File: src/rtl/bram_port_arbiter_pkg.sv
// Shared definitions for the block-RAM port arbiter: FSM state encoding and
// the index-width helper used to size requester indices.
package bram_port_arbiter_pkg;

  typedef enum logic {
    ARB_IDLE  = 1'b0,
    ARB_BURST = 1'b1
  } arb_state_e;

  // Width of an index into n requesters; never less than one bit.
  function automatic int idx_width(input int n);
    return (n <= 2) ? 1 : $clog2(n);
  endfunction

endpackage

File: src/rtl/rr_pick.sv
// Rotating-priority one-hot encoder: picks the first set request scanning
// from ptr upward, wrapping modulo NREQ. Purely combinational.
module rr_pick
  import bram_port_arbiter_pkg::*;
#(
  parameter int NREQ  = 4,
  parameter int IDX_W = idx_width(NREQ)
) (
  input  logic [NREQ-1:0]  req,
  input  logic [IDX_W-1:0] ptr,
  output logic [NREQ-1:0]  onehot,
  output logic [IDX_W-1:0] idx,
  output logic             any
);

  int cand;

  always_comb begin
    onehot = '0;
    idx    = '0;
    any    = 1'b0;
    cand   = 0;
    for (int k = 0; k < NREQ; k++) begin
      cand = int'(ptr) + k;
      if (cand >= NREQ) cand = cand - NREQ;
      if (!any && req[cand]) begin
        any          = 1'b1;
        idx          = IDX_W'(cand);
        onehot[cand] = 1'b1;
      end
    end
  end

endmodule

File: src/rtl/bram_port_arbiter.sv
// Shares one block-RAM port among NREQ requesters with round-robin arbitration,
// optional locked bursts of up to MAX_BURST accesses, and per-requester read return.
module bram_port_arbiter
  import bram_port_arbiter_pkg::*;
#(
  parameter int NREQ      = 4,
  parameter int ADDR_W    = 10,
  parameter int DATA_W    = 36,
  parameter int MAX_BURST = 8
) (
  input  logic                     clk,
  input  logic                     reset,
  input  logic [NREQ-1:0]          req,
  input  logic [NREQ-1:0]          wr,
  input  logic [NREQ-1:0]          last,
  input  logic [NREQ*ADDR_W-1:0]   addr,
  input  logic [NREQ*DATA_W-1:0]   wdata,
  output logic [NREQ-1:0]          gnt,
  output logic [NREQ-1:0]          rvalid,
  output logic [DATA_W-1:0]        rdata,
  output logic                     bram_en,
  output logic                     bram_we,
  output logic [ADDR_W-1:0]        bram_addr,
  output logic [DATA_W-1:0]        bram_wd,
  input  logic [DATA_W-1:0]        bram_rd,
  output logic                     dbg_st
);

  // Handshake: req is held until gnt; gnt is the access itself, issued in the
  // same cycle. A read granted in cycle t returns rvalid and rdata in t+1.

  localparam int IDX_W = idx_width(NREQ);

  arb_state_e       st_q, st_d;
  logic [IDX_W-1:0] owner_q, owner_d, ptr_q, ptr_d;
  logic [IDX_W-1:0] pick_idx, win_idx, sel_idx;
  logic [4:0]       cnt_q, cnt_d, cnt_base;
  logic [NREQ-1:0]  rvalid_q, rvalid_d, pick_oh, owner_oh;
  logic             pick_any, burst_hold, win_any;

  rr_pick #(.NREQ(NREQ), .IDX_W(IDX_W)) u_pick (
    .req    (req),
    .ptr    (ptr_q),
    .onehot (pick_oh),
    .idx    (pick_idx),
    .any    (pick_any)
  );

  // Winner and RAM port mux. Grants are suppressed while reset is high.
  always_comb begin
    owner_oh          = '0;
    owner_oh[owner_q] = 1'b1;
    burst_hold        = (st_q == ARB_BURST) && req[owner_q];
    win_any           = (burst_hold || pick_any) && !reset;
    win_idx           = burst_hold ? owner_q : pick_idx;
    sel_idx           = win_any ? win_idx : '0;
    gnt               = '0;
    if (win_any) gnt = burst_hold ? owner_oh : pick_oh;
    bram_en   = win_any;
    bram_we   = win_any && wr[sel_idx];
    bram_addr = addr[int'(sel_idx)*ADDR_W +: ADDR_W];
    bram_wd   = wdata[int'(sel_idx)*DATA_W +: DATA_W];
  end

  // A newly arbitrated winner starts its burst count from zero, even when it
  // displaced an owner that dropped req.
  always_comb begin
    st_d     = ARB_IDLE;
    owner_d  = owner_q;
    ptr_d    = ptr_q;
    cnt_d    = '0;
    cnt_base = burst_hold ? cnt_q : '0;
    if (win_any) begin
      ptr_d = (win_idx == IDX_W'(NREQ-1)) ? '0 : win_idx + IDX_W'(1);
      if (!last[win_idx] && ((cnt_base + 5'd1) != 5'(MAX_BURST))) begin
        st_d    = ARB_BURST;
        owner_d = win_idx;
        cnt_d   = cnt_base + 5'd1;
      end
    end
    rvalid_d = gnt & ~wr;
  end

  always_ff @(posedge clk or posedge reset) begin
    if (reset) begin
      st_q     <= ARB_IDLE;
      owner_q  <= '0;
      ptr_q    <= '0;
      cnt_q    <= '0;
      rvalid_q <= '0;
    end else begin
      st_q     <= st_d;
      owner_q  <= owner_d;
      ptr_q    <= ptr_d;
      cnt_q    <= cnt_d;
      rvalid_q <= rvalid_d;
    end
  end

  assign rvalid = rvalid_q;
  assign rdata  = bram_rd;
  assign dbg_st = st_q;

endmodule

File: config.mk
export PLATFORM = sky130hd
export DESIGN_NAME = bram_port_arbiter
export DESIGN_NICKNAME = d
export VERILOG_FILES = /design/src/rtl/bram_port_arbiter_pkg.sv /design/src/rtl/rr_pick.sv /design/src/rtl/bram_port_arbiter.sv
export SDC_FILE = /design/constraint.sdc
export NUM_CORES = 1
export LEC_CHECK = 0
export CORE_AREA = 8 8 121 123
export DETAILED_ROUTE_END_ITERATION = 12
export DIE_AREA = 0 0 129 131
export PLACE_DENSITY = 0.75
export SYNTH_ARGS = -nofsm -noshare
export SYNTH_HDL_FRONTEND = slang
export SYNTH_SLANG_ARGS = --single-unit
File: constraint.sdc
create_clock -name clk -period 3.6 [get_ports clk]
set_input_delay 0.9 -clock clk [delete_from_list [all_inputs] [get_ports clk]]
set_output_delay 0.9 -clock clk [all_outputs]
set_load 0.005 [all_outputs]
==> out/metrics.cfg, run 1 <==
[status]
run_status=finished with violations
violations=setup timing

[logic_synthesis]
synthesis.instances=395
syn_nets=633
syn-cell-area_mm2=0.003282
synth_top_area_share_pct=14.94
yosysUniqueCellTypes=52
yosysWarnings=0
synth_seq_cells=14
synth_area_leaders=mux2i_1 15%, nand3_1 14%, dfrtp_1 11%
avgSynthCellArea_um2=8.309
synth_edf_count=0
ys_seq_area_share_pct=10.67
ys.flop_type=dfrtp_1
synth_top_area_cell=mux2i_1
async_flop_share_pct=100.0

[critical_path]
path_class=input pin to output port
cp_cell_sequence=buf_8 > mux4_2 > buf_6 > nor2b_4 > o21ai_2 > a31o_4 > buf_6 > buf_12 > mux2i_2 > o211ai_1 > buf_2
worst_ep_arrival_time_ns=3.00
worstPathMaxFanout=7
worstSetupStartpointType=input pin
worstSetupEndpointType=output port
critical-path-max-stage-delay_ns=0.53
worst_path_max_delay_cell=mux4_2
worst_path_most_repeated_cell=buf_6
required_ns=2.70

[pwr]
clkPwrFrac_pct=3.1
powerDensity_mw_per_mm2=1036
p_int_w=0.004427
leakage_nw=3.091
power.total_w=0.007725
sequentialPowerShare_pct=3.1
power_switching_w=0.003298
combPwrFrac_pct=93.8
ir_worst_vdd_mv=0.3517
p_sw_share_pct=42.69

[finish]
fin_area_mm2=0.007453
layoutNonFillerInstCount=860
nFillCells=1045
area_growth_pct=127.1
nets=923
diodes=0
drive_above_1_share_pct=42.98
regArea_um2=350.3
multi_input_area_mm2=0.002919
layout_common_cells=198 x clkdlybuf4s50_1, 51 x buf_4, 49 x nand3_1, 46 x buf_2, 43 x nand3_2
layout_commonest_cell=clkdlybuf4s50_1
final_util_pct=57.89

[routing]
first_pass_iters=7
ant_nets=0
met2_length_mm=10.97
wl_met1_mm=7.532
viasPerCell=5.299
finalWirelength_mm=20.44
maxUsedRoutingLayer=met4
dr_wl_met3_mm=1.349
drc=0
wl_per_cell_um=23.77
num_vias=4557
first_iter_violations=297

[global_route]
grt.total_usage_pct=21.66
antenna_found_initial=0
grt_pass1_vias=4861
grt_max_degree=19
grt_first_pass_wirelength_mm=28.01
gr-total-overflow=0

[sta]
fin_crit_sh_pct=108.4
final_hold_viol_count=0
fin_skew_ns=0.002484
rsz0062_at_grt=yes
tightest_slew_ns=0.5464
slew_violations=0
maxSlewHeadroom_pct=63.53
fin_crit_ns=3.903
clock.fmax_mhz=256.2
setup_violations=50
setup_ws_ns=-0.3026

[placement]
gp_congestion=0.8747
io_buffers=254
placed_area_mm2=0.006041
dp.cells=797
dp_slack_ns=-1.144
dp_hpwl_mm=13.69

[clock_network]
cts_buffers=3
cts-root-buf=clkbuf_16
clockBufferDepth=2
cts_tree=built
htree_levels=1
clk_pin_slew_ns=0.05
clock_sinks=14
clkLatencyLatePin_ns=0.25

[worst_hold_path]
hold_class=flop to flop

[floorplan]
die_w_um=129
fp.dieArea_mm2=0.01690
rows=42
die_y_um=131
initial_core_util_pct=25.49
io_pins=327
core_area_mm2=0.01287

[run]
cap_viol_max_count=0

[path summary, 6_finish.rpt]
check,cells after the start,startpoint,slack (ns),endpoint
hold / removal,1,cnt_q[0],0.57,cnt_q[0]
setup / recovery,11,req[2],-0.30,bram_wd[4]
hold reg to reg,1,cnt_q[0],0.57,cnt_q[0]
min in group asynchronous,3,reset,1.32,ptr_q[1]
max in group asynchronous,3,reset,1.92,cnt_q[2]
setup reg to reg,16,ptr_q[0],0.52,rvalid[1]
[synthesized netlist by cell type (all sizes together) (2+ instances only)]
cell type / number
nand2b: 2
o31a: 2
mux2: 2
a222oi: 4
and2: 4
mux2i: 49
xnor2: 2
nor2b: 11
inv: 7
buf: 71
a21oi: 4
a31oi: 6
ha: 4
nand3: 95
a211oi: 5
nand4: 3
nand2: 12
xor2: 3
o21ai: 7
o211ai: 51
mux4: 5
o31ai: 2
nor2: 7
a221oi: 3
clkbuf: 3
o21a: 3
dfrtp: 14
nor3b: 2
[sequential cells by signal (all words and copies together), names as in the netlist]
register	count
cnt_q	5
dbg_st	1
owner_q	2
ptr_q	2
rvalid	4
[per-stage QoR]
| step | hold WS, ns | TNS [ns] |
|---|---|---|
| 3_3_place_gp | 0.5380 | -48.95 |
| 2_1_floorplan | 0.5174 | 0 |
| 5_1_grt | 0.6093 | -13.47 |
| 3_5_place_dp | 0.5665 | -51.68 |
| 6_report | 0.5739 | -9.922 |
| 4_1_cts | 0.5728 | -9.917 |
[critical path: cells and delay by family]
family          cells  cell delay [ns]
compound gates      3             0.58
simple gates        1             0.11
mux                 2             0.68
buf+inv             5             0.72
[cells by family (layout without fill, tap and decap cells)]
group	after synthesis	in the layout	share of synthesized area, %
AND/OR/NAND/NOR	140	140	22.46
AO/OA/AOI/OAI	95	95	28.17
buffers and inverters	81	370	16.66
multiplexers	56	56	19.18
flip-flops	14	14	10.67
XOR/XNOR	5	5	1.335
adder cells (fa/ha/maj)	4	4	1.525
[routing by layer]
metal,vias up,GRT usage [%]
met3,51,4.383
met5,-,0
met1,2208,23.13
li1,2070,-
met2,228,41.41
met4,0,7.326
[final cells by class]
| class | count | area share (%) |
|---|---|---|
| Timing Repair Buffer | 359 | 51.64 |
| Multi-Input combinational cell | 300 | 39.16 |
| Sequential cell | 14 | 4.700 |
| Tap cell | 176 | 2.955 |
| Clock buffer | 4 | 1.192 |
| Inverter | 7 | 0.3525 |
[power by group through the flow]
stage / combinational [W] / clock (W) / sequential (W)
CTS: 0.00675 / 0.000237 / 0.000238
floorplan: 0.00285 / 0 / 0.000234
global route: 0.00765 / 0.000250 / 0.000247
global placement: 0.00505 / 0 / 0.000236
finish: 0.00725 / 0.000238 / 0.000240
detailed placement: 0.00515 / 0 / 0.000240
[timing repair]
item,CTS,global route
pin swaps,50,22
hold buffers,0,0
resized for setup,318,57
buffers inserted,26,10
gates cloned,21,4
hold endpoints to repair,0,0
setup endpoints to repair,52,51
Note: power is estimated with default switching activity, not from simulation.
==> inputs of run 2 (changes only) <==
--- a/config.mk
+++ b/config.mk
@@ -8,6 +8,7 @@
 export CORE_AREA = 8 8 121 123
 export DETAILED_ROUTE_END_ITERATION = 12
 export DIE_AREA = 0 0 129 131
+export GPL_ROUTABILITY_DRIVEN = 0
 export PLACE_DENSITY = 0.75
 export SYNTH_ARGS = -nofsm -noshare
 export SYNTH_HDL_FRONTEND = slang
==> out/metrics.cfg, run 2 (synthesis gave the netlist of run 1 again) <==
[clock_network]
clockBufferDepth=2  ; unchanged
clock_sinks=14  ; unchanged
holdBufCountCts=0  ; unchanged
cts-root-buf=clkbuf_16
clkLatencyLatePin_ns=0.25  ; about the same
htree_levels=1  ; unchanged
cts_buffers=3  ; unchanged
clk_pin_slew_ns=0.05  ; about the same
cts_tree=built

[finish]
drive_above_1_share_pct=43.73  ; +0.75 points
nets=909  ; -1.5%
layout_commonest_cell=clkdlybuf4s50_1
largest_reg_flops=5  ; unchanged
fin_area_mm2=0.007276  ; -2.4%
layoutNonFillerInstCount=848  ; -1.4%
area_growth_pct=121.7
layout_common_cells=198 x clkdlybuf4s50_1, 54 x nand3_2, 50 x buf_2, 47 x mux2i_1, 41 x buf_4
largest-register=cnt_q
nFillCells=1075  ; +2.9%

[routing]
drc=0  ; unchanged
viasPerCell=5.321  ; +0.41%
finalWirelength_mm=19.95  ; -2.4%
first_pass_iters=5  ; -2
first_iter_violations=237  ; -20%
ant_nets=0  ; unchanged
wl_per_cell_um=23.53  ; -1.0%
num_vias=4512  ; -0.99%

[pwr]
ir_worst_vdd_mv=0.3551  ; +0.96%
leakage_nw=3.035  ; -1.8%
power.total_w=0.006921  ; -10%
powerDensity_mw_per_mm2=951.2  ; -8.2%

[critical_path]
path_buf_inv=6  ; +1
path_class=input pin to output port
worstSetupStartpointType=input pin
critical-path-max-stage-delay_ns=0.51  ; -0.02 ns
worstSetupEndpointType=output port
worstPathMaxFanout=7  ; unchanged
worst_path_max_delay_cell=mux4_2
worst_path_most_repeated_cell=buf_8
required_ns=2.70  ; about the same
worst_ep_arrival_time_ns=3.05  ; +0.05 ns
critical_path.top_delay_family=buffers and inverters
cp_cell_sequence=buf_8 > mux4_2 > buf_6 > or2_4 > a31oi_4 > o211ai_4 > buf_8 > buf_12 > buf_16 > o211ai_1 > buf_2

[global_route]
antenna_found_initial=2  ; +2
grt.total_usage_pct=21.77  ; +0.11 points
grt_first_pass_wirelength_mm=28.39  ; +1.3%
gr-total-overflow=0  ; unchanged
grt_pass1_vias=4850  ; -0.23%
grt_max_degree=32  ; +13

[sta]
setup_ws_ns=-0.3521  ; -0.04948 ns
clock.fmax_mhz=253.0  ; -1.3%
timing.hold.ws_ns=0.5807  ; +0.006821 ns
setup_violations=49  ; -2.0%
fin_skew_ns=0.002114  ; -0.0003697 ns
rsz0062_at_grt=yes
tightest_slew_ns=0.5583  ; +0.01190 ns
fin_crit_sh_pct=109.8  ; +1.4 points
final_hold_viol_count=0  ; unchanged
maxSlewHeadroom_pct=62.74  ; -0.79 points
slew_violations=0  ; unchanged
fin_crit_ns=3.952  ; +0.04948 ns

[floorplan]
die_w_um=129  ; unchanged
rows=42  ; unchanged
initial_core_util_pct=25.49  ; unchanged
core_area_mm2=0.01287  ; unchanged
fp.dieArea_mm2=0.01690  ; unchanged
io_pins=327  ; unchanged
die_y_um=131  ; unchanged

[status]
violations=setup timing
run_status=finished with violations

[run]
cap_viol_max_count=0  ; unchanged

[placement]
dp_hpwl_mm=13.71  ; about the same
placed_area_mm2=0.005983  ; -0.95%
dp.cells=796  ; -0.13%
io_buffers=254  ; unchanged

[worst_hold_path]
hold_class=flop to flop

[run 2: changes by cell type in the layout (fill, tap and decap cells not counted), sizes merged]
| cell | previous run | this run |
|---|---|---|
| diode | 0 | 2 |
| buf | 151 | 144 |
| clkbuf | 12 | 6 |
| bufbuf | 1 | 0 |
[run 2: where the power goes]
part / internal [W] / leakage, nW / total, W / switching [W]
Clock: 0.000169 / 0.0442 / 0.000239 / 0.0000703
Sequential: 0.000204 / 0.184 / 0.000242 / 0.0000386
Combinational: 0.00335 / 2.81 / 0.00644 / 0.00309
[run 2: worst paths after layout]
path                       startpoint    endpoint  slack (ns)  depth (start not counted)
max                            req[3]  bram_wd[0]       -0.35                         11
min                          cnt_q[0]    cnt_q[0]        0.58                          1
max reg2reg                  ptr_q[0]  owner_q[1]        0.64                         13
min reg2reg                  cnt_q[0]    cnt_q[0]        0.58                          1
max in group asynchronous       reset    cnt_q[4]        2.01                          2
min in group asynchronous       reset    ptr_q[1]        1.21                          2
[run 2: through the flow]
| step | setup slack (ns) | TNS, ns | utilization (%) |
|---|---|---|---|
| 2_1_floorplan | 0.001223 | 0 | - |
| 3_3_place_gp | -1.028 | -49.15 | 46.47 |
| 3_5_place_dp | -1.125 | -52.06 | 46.47 |
| 4_1_cts | -0.3002 | -11.83 | 53.92 |
| 5_1_grt | -0.4109 | -16.79 | 56.51 |
| 6_report | -0.3521 | -13.56 | 56.51 |
[run 2: area by class of cell]
class / count / area, um2 / area share, %
Tap cell: 176 / 220.2 / 3.027
Inverter: 7 / 26.28 / 0.3611
Sequential cell: 14 / 350.3 / 4.815
Antenna cell: 2 / 5.005 / 0.06879
Timing Repair Buffer: 345 / 3552 / 48.82
Clock buffer: 4 / 88.84 / 1.221
Multi-Input combinational cell: 300 / 3033 / 41.69
[run 2: what timing repair did]
item	4_1_cts	5_1_grt
gates resized for setup	336	59
setup endpoints to repair	52	52
pin swaps	81	61
setup buffers	26	11
cloned	15	2
[run 2: metal layers]
layer	vias up	global-route usage [%]	routed length, um
li1	2047	-	-
met1	2149	23.97	7345
met2	234	38.55	10310
met3	82	4.830	1376
met4	0	11.47	923
met5	-	0	0
==> patch (settings of run 1) <==
Reset style: synchronous (`reset`), changed in one clocked block.
--- a/src/rtl/bram_port_arbiter.sv
+++ b/src/rtl/bram_port_arbiter.sv
@@ -81,7 +81,7 @@
     rvalid_d = gnt & ~wr;
   end
 
-  always_ff @(posedge clk or posedge reset) begin
+  always_ff @(posedge clk) begin
     if (reset) begin
       st_q     <= ARB_IDLE;
       owner_q  <= '0;
Formal check against the unedited RTL: differs if reset is asserted again (counterexample within 4 cycles, from zero or initial values and one cycle with reset high); with reset held inactive, the same outputs for 4 cycles.
==> patch against run 1 <==
The run still ends with setup timing left; sequential cell count unchanged; synthesized area down 11%; setup slack worse by 170 ps; global-route usage down 1.8 points; cell area down 8.9%; synthesized cell count up 11%; total power down 37%; wire length down 7.9%; sequential power down 12%; largest power group unchanged.
==> patch: results (changes against run 1) <==
stage	metric	value	unit	change
synth	synth_commonest_cells	99 x nand2_1, 52 x and2_1, 50 x a31oi_1		
synth	synth-async-reset-ratio	0	%	-100 points
route	routed_via_density	4.98		-6.1%
run_status	failed_checks	setup timing		
route	wl_met1	7950	µm	+5.6%
route	wl_met2	9320	µm	-15%
synth	synthTopCellsByArea	nand2_1 13%, a211oi_1 12%, and2_1 11%		
synth	seq_area_frac_synth	9.56	%	-1.1 points
grt	grtUsageTotal	19.9	%	-1.8 points
synth	synth_fp_nets	680		+7.4%
power	peakVddDrop	0.453	mV	+29%
placement	place_area	0.00596	mm²	-1.3%
route	drt_iter0_drc	175		-41%
synth	synthDistinctLibCells	51		-1.9%
sta	fin_skew	1.71	ps	-0.779 ps
placement	gp_congestion	0.874		about the same
layout	fillers	1188		+14%
grt	grt_pass1_vias	4634		-4.7%
route	firstDrtPassIters	4		-3
route	wl_met3	1300	µm	-3.6%
layout	drive_gt1_share	39.8	%	-3.1 points
grt	grt_max_degree	26		+7
sta	relSlewSlack	70.5	%	+6.9 points
route	wire_per_inst	20.8	µm	-12%
run_status	status	complete, but fails checks		
setup_path	cp.arrival	3170	ps	+170 ps
sta	setup-tns-final	-19920	ps	-10000 ps
power	p_leak	2.75	nW	-11%
synth	synth_ff_type	dfxtp_1		
layout	nNetsFinal	969		+5.0%
worst_hold_path	hp-start	cnt_q[4]		
sta	setup_viol	51		+2.0%
placement	hpwl	12900	µm	-5.9%
sta	setup_slack	-471	ps	-169 ps
setup_path	critPathMaxFanout	8		+1
patch: changes by cell type after synthesis, moves of 23 or more:
cell | run 1 | this run
mux2i_1 | 49 | 1
a31oi_1 | 4 | 50
o211ai_2 | 28 | 0
a211oi_1 | 5 | 48
and2_1 | 4 | 52
nand2_1 | 12 | 99
o211ai_1 | 23 | 0
nand3_1 | 93 | 3
patch: worst max-delay path: stages:
cell	delay, ps
buf_8	110
mux4_2	480
nor2b_1	150
o2111a_2	270
o311ai_4	300
buf_6	140
buf_6	90
buf_12	130
buf_16	130
and2_4	130
a211oi_2	30
a31oi_1	150
buf_2	140
patch: logic make-up after synthesis:
logic type | after synthesis | synth area share, %
fa+ha+maj | 6 | 2.56
simple gates | 191 | 32.1
compound gates | 133 | 32.8
mux | 10 | 5.34
xor+xnor | 5 | 1.49
buf+inv | 81 | 16.1
flops | 14 | 9.56
patch: cell type report:
type	count	area (µm²)	area share, %
clock buffers	4	88.8	1.31
inverters	7	26.3	0.387
multi-input cells	345	2650	39.0
flip-flops and latches	14	283	4.16
well taps	176	220	3.24
repair buffers	358	3530	51.9
patch: path summary, 6_finish.rpt:
check / to / slack (ps) / cells past startpoint
worst max-delay path: bram_wd[1] / -470 / 13
worst min-delay path: cnt_q[4] / 600 / 2
worst max register to register: owner_q[1] / 450 / 10
worst min register to register: cnt_q[4] / 600 / 2
patch: through the flow:
stage,total power [mW],instances,util [%],setup slack (ps),hold slack [ps]
2_1_floorplan,2.05,440,-,-152,539
3_3_place_gp,3.76,855,46.3,-1250,570
4_1_cts,4.49,893,51.0,-556,606
3_5_place_dp,3.78,855,46.3,-1330,582
5_1_grt,5.18,904,52.8,-567,639
6_report,4.84,904,52.8,-471,597
patch: timing repair:
action	CTS	global route
endpoints found under the setup margin	60	60
gates resized for setup	277	74
buffers inserted	26	13
gates cloned	8	4
pin swaps	35	29
patch: power by group through the flow:
stage | Combinational (mW) | Sequential (mW) | Clock, mW
floorplan | 1.83 | 0.220 | 0
detailed placement | 3.56 | 0.212 | 0
CTS | 4.05 | 0.210 | 0.236
global placement | 3.55 | 0.211 | 0
finish | 4.39 | 0.211 | 0.235
global route | 4.71 | 0.214 | 0.250
patch: per-layer routing:
layer | up-vias | GRT usage [%]
met5 | - | 0
met4 | 0 | 3.73
met3 | 26 | 5.24
met2 | 212 | 35.0
met1 | 2117 | 23.9
li1 | 2144 | -
